[src/rtl/i2s_pkg.sv]
// Shared constants and types for the I2S transmit path.
package i2s_pkg;

    localparam int unsigned SAMPLE_W_DEF    = 16;
    localparam int unsigned CLK_DIV_DEF     = 16;
    localparam int unsigned BITS_PER_CH_DEF = 32;
    localparam int unsigned FIFO_DEPTH_DEF  = 4;

    // Left channel occupies the upper half of a stereo frame.
    typedef struct packed {
        logic [SAMPLE_W_DEF-1:0] left;
        logic [SAMPLE_W_DEF-1:0] right;
    } frame_t;

endpackage

[src/rtl/i2s_frame_scheduler_if.sv]
// Valid/ready stereo frame stream from the voice mixer to the frame scheduler.
interface i2s_frame_scheduler_if #(
    parameter int unsigned SAMPLE_W = i2s_pkg::SAMPLE_W_DEF
);
    logic [2*SAMPLE_W-1:0] in_data;
    logic                  in_valid;
    logic                  in_ready;

    modport master (output in_data, output in_valid, input in_ready);
    modport slave  (input in_data, input in_valid, output in_ready);
endinterface

[src/rtl/stereo_sample_fifo.sv]
// Synchronous FIFO of stereo frames; caller must not push when full or pop when empty.
module stereo_sample_fifo #(
    parameter int unsigned DEPTH = 4,
    parameter int unsigned WIDTH = 32
) (
    input  logic                    clk_i,
    input  logic                    rst_ni,
    input  logic                    push_i,
    input  logic [WIDTH-1:0]        wdata_i,
    input  logic                    pop_i,
    output logic [WIDTH-1:0]        rdata_o,
    output logic                    full_o,
    output logic                    empty_o,
    output logic [$clog2(DEPTH):0]  level_o
);
    localparam int unsigned AddrW = $clog2(DEPTH);
    localparam int unsigned PtrW  = AddrW + 1;

    logic [WIDTH-1:0] mem_q [DEPTH];
    logic [PtrW-1:0]  wr_ptr_q, wr_ptr_d;
    logic [PtrW-1:0]  rd_ptr_q, rd_ptr_d;

    // Pointers carry one extra wrap bit: equal means empty, MSB-only difference means full.
    assign empty_o = (wr_ptr_q == rd_ptr_q);
    assign full_o  = ((wr_ptr_q ^ rd_ptr_q) == {1'b1, {AddrW{1'b0}}});
    assign level_o = wr_ptr_q - rd_ptr_q;
    assign rdata_o = mem_q[rd_ptr_q[AddrW-1:0]];

    always_comb begin
        wr_ptr_d = wr_ptr_q + PtrW'(push_i);
        rd_ptr_d = rd_ptr_q + PtrW'(pop_i);
    end

    always_ff @(posedge clk_i or negedge rst_ni) begin
        if (!rst_ni) begin
            wr_ptr_q <= '0;
            rd_ptr_q <= '0;
        end else begin
            wr_ptr_q <= wr_ptr_d;
            rd_ptr_q <= rd_ptr_d;
        end
    end

    always_ff @(posedge clk_i) begin
        if (push_i) begin
            mem_q[wr_ptr_q[AddrW-1:0]] <= wdata_i;
        end
    end

endmodule

[src/rtl/i2s_frame_scheduler.sv]
// Generates I2S bit/word clocks and schedules buffered stereo words onto audio_data
// so each word is stable well before the serializer latches it at the slot boundary.
module i2s_frame_scheduler
    import i2s_pkg::*;
#(
    parameter int unsigned CLK_DIV     = CLK_DIV_DEF,
    parameter int unsigned BITS_PER_CH = BITS_PER_CH_DEF,
    parameter int unsigned FIFO_DEPTH  = FIFO_DEPTH_DEF,
    parameter int unsigned SAMPLE_W    = SAMPLE_W_DEF
) (
    input  logic                         sys_clock,
    input  logic                         reset,
    input  logic                         enable,
    i2s_frame_scheduler_if.slave         in_if,
    output logic                         bit_clock,
    output logic                         word_clock,
    output logic [SAMPLE_W-1:0]          audio_data,
    output logic                         sample_tick,
    output logic [7:0]                   underrun_count,
    output logic [$clog2(FIFO_DEPTH):0]  fifo_level
);
    localparam int unsigned DivW = $clog2(CLK_DIV);
    localparam int unsigned BitW = $clog2(2 * BITS_PER_CH);
    localparam logic [DivW-1:0] DivLast   = DivW'(CLK_DIV - 1);
    localparam logic [BitW-1:0] BitLast   = BitW'(2 * BITS_PER_CH - 1);
    localparam logic [BitW-1:0] RightAt   = BitW'(BITS_PER_CH / 2);
    localparam logic [BitW-1:0] PopAt     = BitW'(BITS_PER_CH + BITS_PER_CH / 2);
    localparam logic [BitW-1:0] RightSlot = BitW'(BITS_PER_CH);

    logic                  enable_q;
    logic [DivW-1:0]       div_cnt_q, div_cnt_d;
    logic [BitW-1:0]       bit_cnt_q, bit_cnt_d, bit_cnt_inc;
    logic                  bit_clock_q, bit_clock_d;
    logic                  word_clock_q, word_clock_d;
    logic [SAMPLE_W-1:0]   audio_q, audio_d;
    logic [SAMPLE_W-1:0]   right_q, right_d;
    logic                  tick_q;
    logic [7:0]            underrun_q, underrun_d;
    logic                  div_wrap, fall_edge, pop_req;
    logic                  fifo_push, fifo_pop, fifo_full, fifo_empty;
    logic [2*SAMPLE_W-1:0] fifo_rdata;

    assign div_wrap    = (div_cnt_q == DivLast);
    assign fall_edge   = enable && bit_clock_q && div_wrap;
    assign bit_cnt_inc = (bit_cnt_q == BitLast) ? '0 : bit_cnt_q + BitW'(1);
    // Enable rising edge preloads the first frame before framing starts.
    assign pop_req     = (enable && !enable_q) || (fall_edge && (bit_cnt_inc == PopAt));
    assign fifo_push   = in_if.in_valid && !fifo_full;
    assign fifo_pop    = pop_req && !fifo_empty;
    assign in_if.in_ready = !fifo_full;

    stereo_sample_fifo #(
        .DEPTH (FIFO_DEPTH),
        .WIDTH (2 * SAMPLE_W)
    ) u_fifo (
        .clk_i   (sys_clock),
        .rst_ni  (reset),
        .push_i  (fifo_push),
        .wdata_i (in_if.in_data),
        .pop_i   (fifo_pop),
        .rdata_o (fifo_rdata),
        .full_o  (fifo_full),
        .empty_o (fifo_empty),
        .level_o (fifo_level)
    );

    always_comb begin
        div_cnt_d    = '0;
        bit_cnt_d    = '0;
        bit_clock_d  = 1'b0;
        word_clock_d = 1'b0;
        audio_d      = '0;
        right_d      = '0;
        underrun_d   = underrun_q;
        if (pop_req && fifo_empty && (underrun_q != 8'hFF)) begin
            underrun_d = underrun_q + 8'd1;
        end
        if (enable) begin
            div_cnt_d    = div_wrap ? '0 : div_cnt_q + DivW'(1);
            bit_clock_d  = bit_clock_q ^ div_wrap;
            bit_cnt_d    = fall_edge ? bit_cnt_inc : bit_cnt_q;
            word_clock_d = fall_edge ? (bit_cnt_inc >= RightSlot) : word_clock_q;
            audio_d      = audio_q;
            right_d      = right_q;
            if (pop_req) begin
                audio_d = fifo_empty ? '0 : fifo_rdata[2*SAMPLE_W-1:SAMPLE_W];
                right_d = fifo_empty ? '0 : fifo_rdata[SAMPLE_W-1:0];
            end else if (fall_edge && (bit_cnt_inc == RightAt)) begin
                audio_d = right_q;
            end
        end
    end

    always_ff @(posedge sys_clock or negedge reset) begin
        if (!reset) begin
            enable_q     <= 1'b0;
            div_cnt_q    <= '0;
            bit_cnt_q    <= '0;
            bit_clock_q  <= 1'b0;
            word_clock_q <= 1'b0;
            audio_q      <= '0;
            right_q      <= '0;
            tick_q       <= 1'b0;
            underrun_q   <= '0;
        end else begin
            enable_q     <= enable;
            div_cnt_q    <= div_cnt_d;
            bit_cnt_q    <= bit_cnt_d;
            bit_clock_q  <= bit_clock_d;
            word_clock_q <= word_clock_d;
            audio_q      <= audio_d;
            right_q      <= right_d;
            tick_q       <= pop_req;
            underrun_q   <= underrun_d;
        end
    end

    assign bit_clock      = bit_clock_q;
    assign word_clock     = word_clock_q;
    assign audio_data     = audio_q;
    assign sample_tick    = tick_q;
    assign underrun_count = underrun_q;

endmodule

[src/flat_wrapper.sv]
// flat-port wrapper written by rule: the top's interface ports become plain ports
module i2s_frame_scheduler_flat import i2s_pkg::*;
#(
    parameter int unsigned CLK_DIV     = CLK_DIV_DEF,
    parameter int unsigned BITS_PER_CH = BITS_PER_CH_DEF,
    parameter int unsigned FIFO_DEPTH  = FIFO_DEPTH_DEF,
    parameter int unsigned SAMPLE_W    = SAMPLE_W_DEF
)
  (sys_clock, reset, enable, bit_clock, word_clock, audio_data, sample_tick, underrun_count, fifo_level, in_if_in_data, in_if_in_valid, in_if_in_ready);
  i2s_frame_scheduler_if #(.SAMPLE_W(SAMPLE_W)) in_if_i ();
  input  logic sys_clock;
  input  logic reset;
  input  logic enable;
  output logic bit_clock;
  output logic word_clock;
  output logic [SAMPLE_W-1:0] audio_data;
  output logic sample_tick;
  output logic [7:0] underrun_count;
  output logic [$clog2(FIFO_DEPTH):0] fifo_level;
  input wire logic [$bits(in_if_i.in_data)-1:0] in_if_in_data;
  input wire logic [$bits(in_if_i.in_valid)-1:0] in_if_in_valid;
  output wire logic [$bits(in_if_i.in_ready)-1:0] in_if_in_ready;
  assign in_if_i.in_data = in_if_in_data;
  assign in_if_i.in_valid = in_if_in_valid;
  assign in_if_in_ready = in_if_i.in_ready;
  i2s_frame_scheduler #(.CLK_DIV(CLK_DIV), .BITS_PER_CH(BITS_PER_CH), .FIFO_DEPTH(FIFO_DEPTH), .SAMPLE_W(SAMPLE_W)) u_core (.sys_clock(sys_clock), .reset(reset), .enable(enable), .in_if(in_if_i), .bit_clock(bit_clock), .word_clock(word_clock), .audio_data(audio_data), .sample_tick(sample_tick), .underrun_count(underrun_count), .fifo_level(fifo_level));
endmodule
[config.mk]
export PLATFORM = sky130hd
export DESIGN_NAME = i2s_frame_scheduler_flat
export DESIGN_NICKNAME = d
export VERILOG_FILES = /design/src/rtl/i2s_pkg.sv /design/src/rtl/i2s_frame_scheduler_if.sv /design/src/rtl/stereo_sample_fifo.sv /design/src/rtl/i2s_frame_scheduler.sv /design/src/flat_wrapper.sv
export SDC_FILE = /design/constraint.sdc
export NUM_CORES = 1
export LEC_CHECK = 0
export ABC_AREA = 1
export CAP_MARGIN = 0
export CORE_ASPECT_RATIO = 1.25
export CORE_UTILIZATION = 35
export DETAILED_ROUTE_END_ITERATION = 10
export PLACE_DENSITY = 0.56
export REMOVE_ABC_BUFFERS = 1
export SLEW_MARGIN = 30
export SYNTH_ARGS = -nofsm -noshare
export SYNTH_HDL_FRONTEND = slang
export SYNTH_SLANG_ARGS = --single-unit
[constraint.sdc]
create_clock -name sys_clock -period 4.1 [get_ports sys_clock]
set_clock_uncertainty 0.15 [all_clocks]
set_input_delay 0.615 -clock sys_clock [delete_from_list [all_inputs] [get_ports sys_clock]]
set_output_delay 0.615 -clock sys_clock [all_outputs]
set_load 0.005 [all_outputs]
==> impl_results.md <==
- Status: finished, final reports clean
- Core Area: between 20000 and 25000 sq um
- Post-route non-filler standard cell count: about 1000
- Met2 usage: 28.40%
- Peak VDD IR: slightly above 300 uV
- Die width: between 100 and 150 um
- Reg2reg start: u_core.u_fifo.rd_ptr_q[0]
- First DRT Iteration DRCs: around 260
- R2r endpoint: u_core.underrun_count[2]
- Clk buf depth: 2
- Sequential area share after synthesis: between 60% and 70%
- Clock buffer count from CTS: 17
- Clock sink count: about 190
- Startpoint Class: flip-flop
- R2R setup slack: 1340 ps
- First-pass DRT Iterations: 5
- CP max stage cell: fa_1
- Initial antenna violation count: 0
- Critical path launch point: u_core.u_fifo.rd_ptr_q[1]
- Main combinational cell family by area after synthesis: simple AND/OR/NAND/NOR gates
- Worst slew margin: a little under three fifths
- Hold slack: just under 50 ps
- Simple-gate share of the synthesized area: around 17%
- Syn Inst Count: between 600 and 700
- Adder-cell share of the synthesized area: under 10%
- Clock root buffer: clkbuf_16
- Final Net Count: 795
- Clock Latency Late Sink: roughly 430 ps
- Post-layout instance area: 9205 sq um
- Post-synthesis area per instance: 11.31 sq um
- Final-report hold violation count: 0
- Crit. End Element: primary output
- Finish-stage setup viols: 0
- Crit path cell chain: buf_4, fa_1, inv_1, clkdlybuf4s50_1
- Vias per cell: about 4.8
- Drt total wl: 16.75 mm
- Via count: approximately 5000
- CP peak stage delay: between 400 and 500 ps
- Leak: about 3.7 nW
- Worst-path fanout max: 34
- First-pass GRT wire length: between 20 and 30 mm
- RePlAce Congestion: between 0.7 and 0.8
- Post-Synth XOR/XNOR Area: 1.134%
- Area grow syn2layout: 19.16%
- Post-CTS Setup Repair Bufs: 0
- Synth Area in Compound Gates: 7.564%
- Routed WL per cell: 16.13 um
- Worst path arrival time: approximately 2200 ps
- I/O pins: 67
- Met3 Resource Use GR: about 2.7%
- Final ANT Viol Nets: 0
- Depth of the worst register-to-register path: 8
- Tightest Pin Transition: roughly 650 ps
- Setup WS post-layout: ~1100 ps
- Htree depth: 4
- Mux contribution to synthesized area: 0%
- Overflow after GRT: 0
- Largest net degree at the start of global routing: 65
- Tcrit/Tclk final: between 70% and 80%
- Fin. max-slew vios: 0
- Critical path class: flip-flop to primary output
- Setup TNS: 0 ps
- Final core utilization: between 40% and 50%
- Post-CTS Hold Buffers: 0
- Total chip power: between 6 and 7 mW
- Worst EP required: ~3300 ps
- Post-synthesis cell area: 7725 sq um
- # DRC: 0
- Chip Height: about 170 um
- Worst setup endpoint: fifo_level[1]
- Synth unique cells: 31
- Number of synthesized register bits: between 150 and 200
- Placed instance area: slightly below 9000 sq um
- Post-layout min period: about 3000 ps
- F_max: between 0.3 and 0.4 GHz
- Share of post-route cells with drive strength above 1: under 10%
- Row count: 60
- Power per cell area: 658.9 nW/um^2
- Placed Instances: slightly above 1000
- GRT Max-Usage Layer: met2
- Hold Path Class: input pin to async pin
- Initial Util: a little over a third
- Die Footprint: between 20000 and 25000 sq um
- Synth Warn #: 0
- Max-Cap Viols: 0
- Vias in the first global route: 4942
- ANT cells: 0
- TritonCTS clock tree: built
- Pre-CTS setup slack: between 800 and 900 ps
- I/O Buffers: between 60 and 70
- Post-DP HPWL: 10.17 mm
- # resized after CTS: 0
- GRT Overall Usage: ~16%
- Global-route track usage on met1: 17.80%
- Clk slew on worst S/H paths: ~70 ps
- RSZ-0062 raised after global routing: false
==> how the worst min path moves through the flow <==
stage | startpoint | end | slack, ps | depth (start not counted)
floorplan | reset | u_core.audio_data[0] | 170 | 0
CTS | reset | u_core.audio_data[14] | 60 | 1
detailed placement | u_core.div_cnt_q[0] | u_core.div_cnt_q[0] | 300 | 1
global placement | u_core.div_cnt_q[0] | u_core.div_cnt_q[0] | 300 | 1
finish | reset | u_core.bit_clock | 50 | 1
global route | reset | u_core.bit_clock | 80 | 1
==> cell usage after synthesis (all sizes together) <==
master	n	area share, %
buf	13	1.1
xor2	6	0.68
a21oi	21	1.4
nand3	48	3.2
clkbuf	18	0.87
o21ai	71	4.7
ha	10	1.6
nand4	3	0.44
nand2	142	7.3
nor2	109	5.6
nor3	5	0.32
inv	24	1.2
xnor2	4	0.45
dfrtp	60	19
or2	1	0.081
fa	1	0.26
edfxtp	128	50
o22ai	18	1.5
nand3b	1	0.097
==> layout by cell type (no fill, tap or decap), drive strengths merged <==
cell / Yosys / routed
nand2: 142 / 142
edfxtp: 128 / 128
nor2: 109 / 109
o21ai: 71 / 71
clkdlybuf4s50: 0 / 65
dfrtp: 60 / 60
nand3: 48 / 48
inv: 24 / 28
a21oi: 21 / 21
o22ai: 18 / 18
clkbuf: 18 / 17
buf: 13 / 12
ha: 10 / 10
xor2: 6 / 6
clkinv: 0 / 6
nor3: 5 / 5
xnor2: 4 / 4
clkinvlp: 0 / 3
nand4: 3 / 3
or2: 1 / 1
nand3b: 1 / 1
fa: 1 / 1
==> layer usage <==
metal / part of all wire, % / up-vias
met1: 41 / 2407
met4: 1.3 / 0
li1: - / 2471
met3: 3.4 / 14
met2: 55 / 99
met5: 0 / -
==> where the power goes <==
group	switching (mW)	internal [mW]
Clock	0.689	0.771
Combinational	1.22	0.677
Sequential	0.186	2.52
==> state kept, by name (all words and copies together) (netlist names), 3 cells and up <==
register and flops:
u_core.u_fifo.mem_q 128, u_core.audio_data 16, u_core.right_q 16, u_core.underrun_count 8, u_core.bit_cnt_q 6, u_core.div_cnt_q 4
u_core.u_fifo.rd_ptr_q 3, u_core.u_fifo.wr_ptr_q 3
==> worst max-delay path: cells and delay by family (launching register included) <==
kind	cells	cell delay, ps
adders and majority gates	1	490
DFF	1	350
buffers and inverters	3	970
==> final cells by class <==
cell class | count | area [sq um]
sequential | 188 | 5346
timing repair buffer | 77 | 740.7
clock inverter | 13 | 93.84
fill | 1989 | 12420
inverter | 24 | 95.09
clock buffer | 17 | 425.4
tap | 279 | 349.1
multi-input combinational | 440 | 2155
==> logic make-up after synthesis <==
kind of cell / after synthesis
AND/OR/NAND/NOR: 309
AO/OA/AOI/OAI: 110
buffers and inverters: 55
adder cells (fa/ha/maj): 11
XOR/XNOR: 10
flip-flops: 188
No activity file was read; power rests on OpenSTA's default activity.
